<file path="src/rtl/booth3_pkg.sv">
// Shared types and helpers for the Booth-3 (radix-8) multiplier family.
package booth3_pkg;

  typedef enum logic [1:0] {IDLE, PRE, ITER, DONE} state_t;

  typedef enum logic [2:0] {ZERO, X1, X2, X3, X4} sel_t;

  typedef struct packed {
    sel_t sel;
    logic neg;
  } digit_t;

  // Number of radix-8 digits for a WIDTH-bit operand plus two extension bits.
  function automatic int unsigned booth3_nd(input int unsigned width);
    return (width + 4) / 3;
  endfunction

endpackage

</file>
<file path="src/rtl/booth3_digit_sel.sv">
// Radix-8 Booth recoder: 4-bit window {b[3i+2:3i], b[3i-1]} -> multiple and sign.
module booth3_digit_sel
  import booth3_pkg::*;
(
  input  logic [3:0] win,
  output digit_t     digit_c
);

  always_comb begin
    digit_c = '{sel: ZERO, neg: 1'b0};
    case (win)
      4'b0001, 4'b0010: digit_c.sel = X1;
      4'b0011, 4'b0100: digit_c.sel = X2;
      4'b0101, 4'b0110: digit_c.sel = X3;
      4'b0111:          digit_c.sel = X4;
      4'b1000:          digit_c = '{sel: X4, neg: 1'b1};
      4'b1001, 4'b1010: digit_c = '{sel: X3, neg: 1'b1};
      4'b1011, 4'b1100: digit_c = '{sel: X2, neg: 1'b1};
      4'b1101, 4'b1110: digit_c = '{sel: X1, neg: 1'b1};
      default: ;
    endcase
  end

endmodule

</file>
<file path="src/rtl/booth3_mac_seq.sv">
// Iterative radix-8 Booth multiply / multiply-add, one digit per cycle.
// Define BOOTH3_ACC_EN to add the acc_in addend port (fused multiply-add).
module booth3_mac_seq
  import booth3_pkg::*;
#(
  parameter int unsigned WIDTH = 16
) (
  input  logic                 clk,
  input  logic                 rst,
  input  logic                 in_valid,
  output logic                 in_ready,
  input  logic [WIDTH-1:0]     a,
  input  logic [WIDTH-1:0]     b,
  input  logic                 sgn,
  output logic                 out_valid,
  input  logic                 out_ready,
  output logic [2*WIDTH-1:0]   result
`ifdef BOOTH3_ACC_EN
  ,
  input  logic [2*WIDTH-1:0]   acc_in
`endif
);

  localparam int unsigned ND = booth3_nd(WIDTH);
  localparam int unsigned AW = 2 * WIDTH + 3;
  localparam int unsigned MW = 3 * ND + 1;
  localparam int unsigned CW = $clog2(ND) + 1;

  state_t             state;
  logic [WIDTH-1:0]   a_q;
  logic [WIDTH-1:0]   b_q;
  logic               sgn_q;
  logic [AW-1:0]      x_q;
  logic [AW-1:0]      x3_q;
  logic [AW-1:0]      acc_q;
  logic [MW-1:0]      m_q;
  logic [CW-1:0]      cnt_q;
`ifdef BOOTH3_ACC_EN
  logic [2*WIDTH-1:0] acc_in_q;
`endif

  digit_t             dig_c;
  logic [AW-1:0]      xa_c;
  logic [MW-1:0]      mb_c;
  logic [AW-1:0]      pp_c;
  logic [AW-1:0]      sum_c;
  logic [AW-1:0]      acc_init_c;

  booth3_digit_sel u_digit_sel (
    .win     (m_q[3:0]),
    .digit_c (dig_c)
  );

  // Operand extension, partial-product select and accumulate.
  always_comb begin
    xa_c = {{(AW - WIDTH){sgn_q & a_q[WIDTH-1]}}, a_q};
    mb_c = {{(MW - 1 - WIDTH){sgn_q & b_q[WIDTH-1]}}, b_q, 1'b0};
    pp_c = '0;
    case (dig_c.sel)
      X1:      pp_c = x_q;
      X2:      pp_c = x_q << 1;
      X3:      pp_c = x3_q;
      X4:      pp_c = x_q << 2;
      default: pp_c = '0;
    endcase
    sum_c = acc_q + (dig_c.neg ? ~pp_c : pp_c) + AW'(dig_c.neg);
`ifdef BOOTH3_ACC_EN
    acc_init_c = AW'(acc_in_q);
`else
    acc_init_c = '0;
`endif
  end

  // Control FSM and datapath registers; multiplicands shift left 3 per digit.
  always_ff @(posedge clk) begin
    if (!rst) begin
      state     <= IDLE;
      in_ready  <= 1'b1;
      out_valid <= 1'b0;
      result    <= '0;
      a_q       <= '0;
      b_q       <= '0;
      sgn_q     <= 1'b0;
      x_q       <= '0;
      x3_q      <= '0;
      acc_q     <= '0;
      m_q       <= '0;
      cnt_q     <= '0;
`ifdef BOOTH3_ACC_EN
      acc_in_q  <= '0;
`endif
    end else begin
      case (state)
        IDLE: begin
          if (in_valid && in_ready) begin
            a_q      <= a;
            b_q      <= b;
            sgn_q    <= sgn;
`ifdef BOOTH3_ACC_EN
            acc_in_q <= acc_in;
`endif
            in_ready <= 1'b0;
            state    <= PRE;
          end
        end
        PRE: begin
          x_q   <= xa_c;
          x3_q  <= (xa_c << 1) + xa_c;
          m_q   <= mb_c;
          acc_q <= acc_init_c;
          cnt_q <= '0;
          state <= ITER;
        end
        ITER: begin
          acc_q <= sum_c;
          m_q   <= m_q >> 3;
          x_q   <= x_q << 3;
          x3_q  <= x3_q << 3;
          cnt_q <= cnt_q + CW'(1);
          if (cnt_q == CW'(ND - 1)) begin
            out_valid <= 1'b1;
            result    <= sum_c[2*WIDTH-1:0];
            state     <= DONE;
          end
        end
        DONE: begin
          if (out_ready) begin
            out_valid <= 1'b0;
            in_ready  <= 1'b1;
            state     <= IDLE;
          end
        end
        default: state <= IDLE;
      endcase
    end
  end

endmodule

</file>
<file path="config.mk">
export PLATFORM = sky130hd
export DESIGN_NAME = booth3_mac_seq
export DESIGN_NICKNAME = d
export VERILOG_FILES = /design/src/rtl/booth3_pkg.sv /design/src/rtl/booth3_digit_sel.sv /design/src/rtl/booth3_mac_seq.sv
export SDC_FILE = /design/constraint.sdc
export NUM_CORES = 1
export LEC_CHECK = 0
export CAP_MARGIN = 15
export CORE_UTILIZATION = 40
export CTS_CLUSTER_SIZE = 24
export DETAILED_ROUTE_END_ITERATION = 7
export SYNTH_ARGS = -nofsm -noshare
export SYNTH_HDL_FRONTEND = slang
export SYNTH_SLANG_ARGS = --single-unit
</file>
<file path="constraint.sdc">
create_clock -name clk -period 9.2 [get_ports clk]
set_clock_uncertainty 0.05 [all_clocks]
set_input_delay 1.84 -clock clk [delete_from_list [all_inputs] [get_ports clk]]
set_output_delay 1.84 -clock clk [all_outputs]
set_load 0.05 [all_outputs]
</file>
==> summary.json <==
{
  "status": "finished clean",
  "ctsHoldBuffers": 0,
  "routed_via_density": 5.61,
  "grt.met3_usage_pct": 2.86,
  "cp_data_required_time_ns": 9.50,
  "first_global_vias": 8644,
  "power_density_nw_per_um2": 258,
  "global_route.peak_usage_layer": "met2",
  "groute.layer.met1.usage_pct": 30.0,
  "clkLatencyLatePin_ns": 0.45,
  "critical_path.startpoint_type": "flip-flop",
  "drive_above_1_share_pct": 4.66,
  "synth_top_area_share_pct": 35.1,
  "worst_pin_slew_ns": 1.05,
  "endpoint_arrival_time_on_the_critical_path_ns": 4.97,
  "rsz0062_at_grt": "false",
  "clk_pin_slew_ns": 0.09,
  "synth_area_sq_um": 10600,
  "drtPass1Iterations": 7,
  "timing.critical_path.mode_cell": "sky130_fd_sc_hd__o21ai_0",
  "intPower_w": 0.00177,
  "top_level_ports": 71,
  "synthDominantAreaCellType": "sky130_fd_sc_hd__dfxtp_1",
  "area_delta_synth_final_pct": 14.4,
  "p_sw_share_pct": 43.4,
  "drv.max_cap_violation_count": 0,
  "filler_cells": 2630,
  "detail_route.wl_per_cell_um": 16.3,
  "die_area_sq_um": 27200,
  "fin_worst_hold_slack_ns": 0.404,
  "clock_tree.htree_level_count": 4,
  "synth-main-ff-cell": "sky130_fd_sc_hd__dfxtp_1",
  "placementRows": 59,
  "timing.critical_path.cells": "and3b_1, or2_2, a222oi_1, nand2_1, xnor2_1, ha_1, nand4_1, o21ai_0, o22a_1, a2111oi_2, o21ai_0, a21oi_1, o21ai_0, o211a_1",
  "dp.final_hpwl_mm": 19.1,
  "yosys-top-cells-area": "sky130_fd_sc_hd__dfxtp_1 (35%), sky130_fd_sc_hd__nand2_1 (8.5%), sky130_fd_sc_hd__a21oi_1 (7.6%), sky130_fd_sc_hd__ha_1 (6.3%), sky130_fd_sc_hd__xnor2_1 (4.5%)",
  "timing.final.crit_period_ns": 4.67,
  "number_of_enable_type_register_cells_in_the_synthesized_netlist": 0,
  "p_leak_nw": 4.63,
  "postCtsSetupBuffers": 0,
  "initial_core_util_pct": 40.7,
  "tritoncts": "built",
  "timing_hold_violations_final": 0,
  "worst_min_path_class": "flip-flop to flip-flop",
  "syn-num-nets": 1447,
  "final_net_count": 1452,
  "core_region_area_sq_um": 26100,
  "slew_violations": 0,
  "comb_power_share_pct": 42.0,
  "grt_usage_pct": 21.1,
  "grt_first_pass_wirelength_mm": 45.6,
  "unique_masters_post_synth": 70,
  "routed_wl_mm": 27.8,
  "max-clock-path-buffers": 2,
  "critPathBufInv": 0,
  "grt.met2_usage_pct": 33.3,
  "critical_path_peak_fanout": 30,
  "die_height_um": 165,
  "diodes": 0,
  "numCtsBuffers": 17,
  "endpoint_kind": "flip-flop",
  "final.period_utilization_pct": 50.8,
  "detailroute.via_count": 9579,
  "clkSinkCount": 186,
  "gr-total-overflow": 0,
  "place_worst_setup_slack_ns": 4.56,
  "worst-setup-path-type": "flip-flop to flip-flop",
  "antenna_found_initial": 0,
  "power_dissipated_by_switching_net_loads_w": 0.00136,
  "report.final.setup_viol": 0,
  "timing.fmax_mhz": 214,
  "post_synth_inst_count": 1355,
  "synth.avg_cell_area_sq_um": 7.82,
  "sequentialPowerShare_pct": 33.2,
  "p_clk_share_pct": 24.8,
  "layout_setup_ws_ns": 4.53,
  "critical-path-max-stage-delay_ns": 0.77,
  "detail-route-antenna-nets": 0,
  "place.port_buffers": 70,
  "ys_seq_area_share_pct": 35.1,
  "clk_root_buffer_cell": "sky130_fd_sc_hd__clkbuf_16",
  "postSynth.asyncResetShare_pct": 0,
  "remaining_drc_errors": 0,
  "maximum_number_of_pins_on_one_net_before_global_route_repair": 87,
  "setup_total_negative_slack_ns": 0,
  "post_cts_resize_count": 0,
  "synth-seq-cells": 186,
  "crit_family": "compound AO/OA/AOI/OAI gates",
  "timing.max_slew.rel_slack_pct": 29.9,
  "critical_path_cell_with_the_highest_stage_delay": "sky130_fd_sc_hd__a2111oi_2",
  "first_iter_violations": 785,
  "floorplan.die.width_um": 165,
  "global_placement_routability_congestion": 0.835,
  "max-vdd-ir-drop_mv": 0.207,
  "ys_warn_count": 0
}
[power groups by stage]
stage / logic (W) / clock network [W] / registers, W
6_report: 0.00131 / 0.000777 / 0.00104
5_1_grt: 0.00148 / 0.000828 / 0.00106
2_1_floorplan: 0.00103 / 0 / 0.00101
4_1_cts: 0.00131 / 0.000793 / 0.00104
3_3_place_gp: 0.00130 / 0 / 0.00105
3_5_place_dp: 0.00131 / 0 / 0.00105
[flip-flops by register name (all words and copies together), names as in the netlist]
| name | flops |
|---|---|
| a_q | 16 |
| acc_q | 32 |
| b_q | 16 |
| cnt_q | 4 |
| in_ready | 1 |
| m_q | 18 |
| out_valid | 1 |
| result | 32 |
| sgn_q | 1 |
| state | 2 |
| x3_q | 31 |
| x_q | 32 |
[metrics by stage]
| stage | std cells | util [%] | total power (W) | cell area (sq um) |
|---|---|---|---|---|
| after CTS | 1707 | 46.5 | 0.00314 | 12100 |
| after floorplan | 1355 | - | 0.00204 | 10600 |
| after detailed placement | 1675 | 44.0 | 0.00236 | 11500 |
| after global routing | 1708 | 46.6 | 0.00336 | 12100 |
| final | 1708 | 46.6 | 0.00313 | 12100 |
| after global placement | 1675 | 44.0 | 0.00235 | 11500 |
[tightest hold or removal path: stages (launching register included)]
cell	delay, ns
sky130_fd_sc_hd__dfxtp_1	0.31
sky130_fd_sc_hd__nand2_1	0.05
sky130_fd_sc_hd__a21oi_1	0.05
[cells in the final DEF (no fill, tap or decap), drive strengths merged, types with 5 or more instances in the layout]
cell type      count
and2               7
clkinv            12
buf               13
a21oi            162
xor2              16
a222oi            30
nand2            241
and3              25
o21a               9
clkbuf            18
inv               23
nor3              25
nor2              98
o211ai             9
a22oi             11
nor2b              7
nand4             10
or3                9
a31oi              9
nand2b            13
a21o              14
xnor2             54
a211oi            32
dfxtp            186
nand3             37
mux2i             31
ha                53
clkdlybuf4s50     69
a2111oi            5
o21ai             83
[Yosys cell counts, drive strengths merged (11+ instances only)]
master,n
nand2b,13
a21o,14
nor2,98
nand2,241
dfxtp,186
nand3,37
buf,11
inv,19
xor2,16
mux2i,31
a211oi,32
a222oi,30
clkbuf,86
a21oi,162
ha,53
and3,25
o21ai,83
a22oi,11
xnor2,54
nor3,25
[cell families (layout without fill, tap and decap cells)]
family,Yosys count,after routing,synth area share [%]
AOI/OAI and AO/OA,402,402,24.5
adders and majority gates,55,55,6.63
DFF,186,186,35.1
and+or+nand+nor,494,494,20.8
buffers and inverters,117,135,4.22
muxes,31,31,2.93
xor gates and xnor gates,70,70,5.78
[path summary, 6_finish.rpt]
| check | from | endpoint | slack, ns | depth (start not counted) |
|---|---|---|---|---|
| hold reg to reg | result[22] | result[22] | 0.40 | 2 |
| setup / recovery | m_q[2] | result[29] | 4.53 | 14 |
| setup reg to reg | m_q[2] | result[29] | 4.53 | 14 |
| hold / removal | result[22] | result[22] | 0.40 | 2 |
[final cells by class]
cell class | count | area (sq um) | area share [%]
Inverter | 20 | 77.6 | 0.639
Tap cell | 335 | 419 | 3.46
Sequential cell | 186 | 3720 | 30.7
Timing Repair Buffer | 83 | 811 | 6.68
Clock inverter | 15 | 216 | 1.78
Multi-Input combinational cell | 1052 | 6460 | 53.2
Clock buffer | 17 | 425 | 3.51
[per-layer routing]
metal	share of wire (%)	wire length (um)
met1	49	13700
met2	45	12400
met3	4.7	1300
met4	1.3	373
met5	0	0
Note: power is estimated with default switching activity, not from simulation.
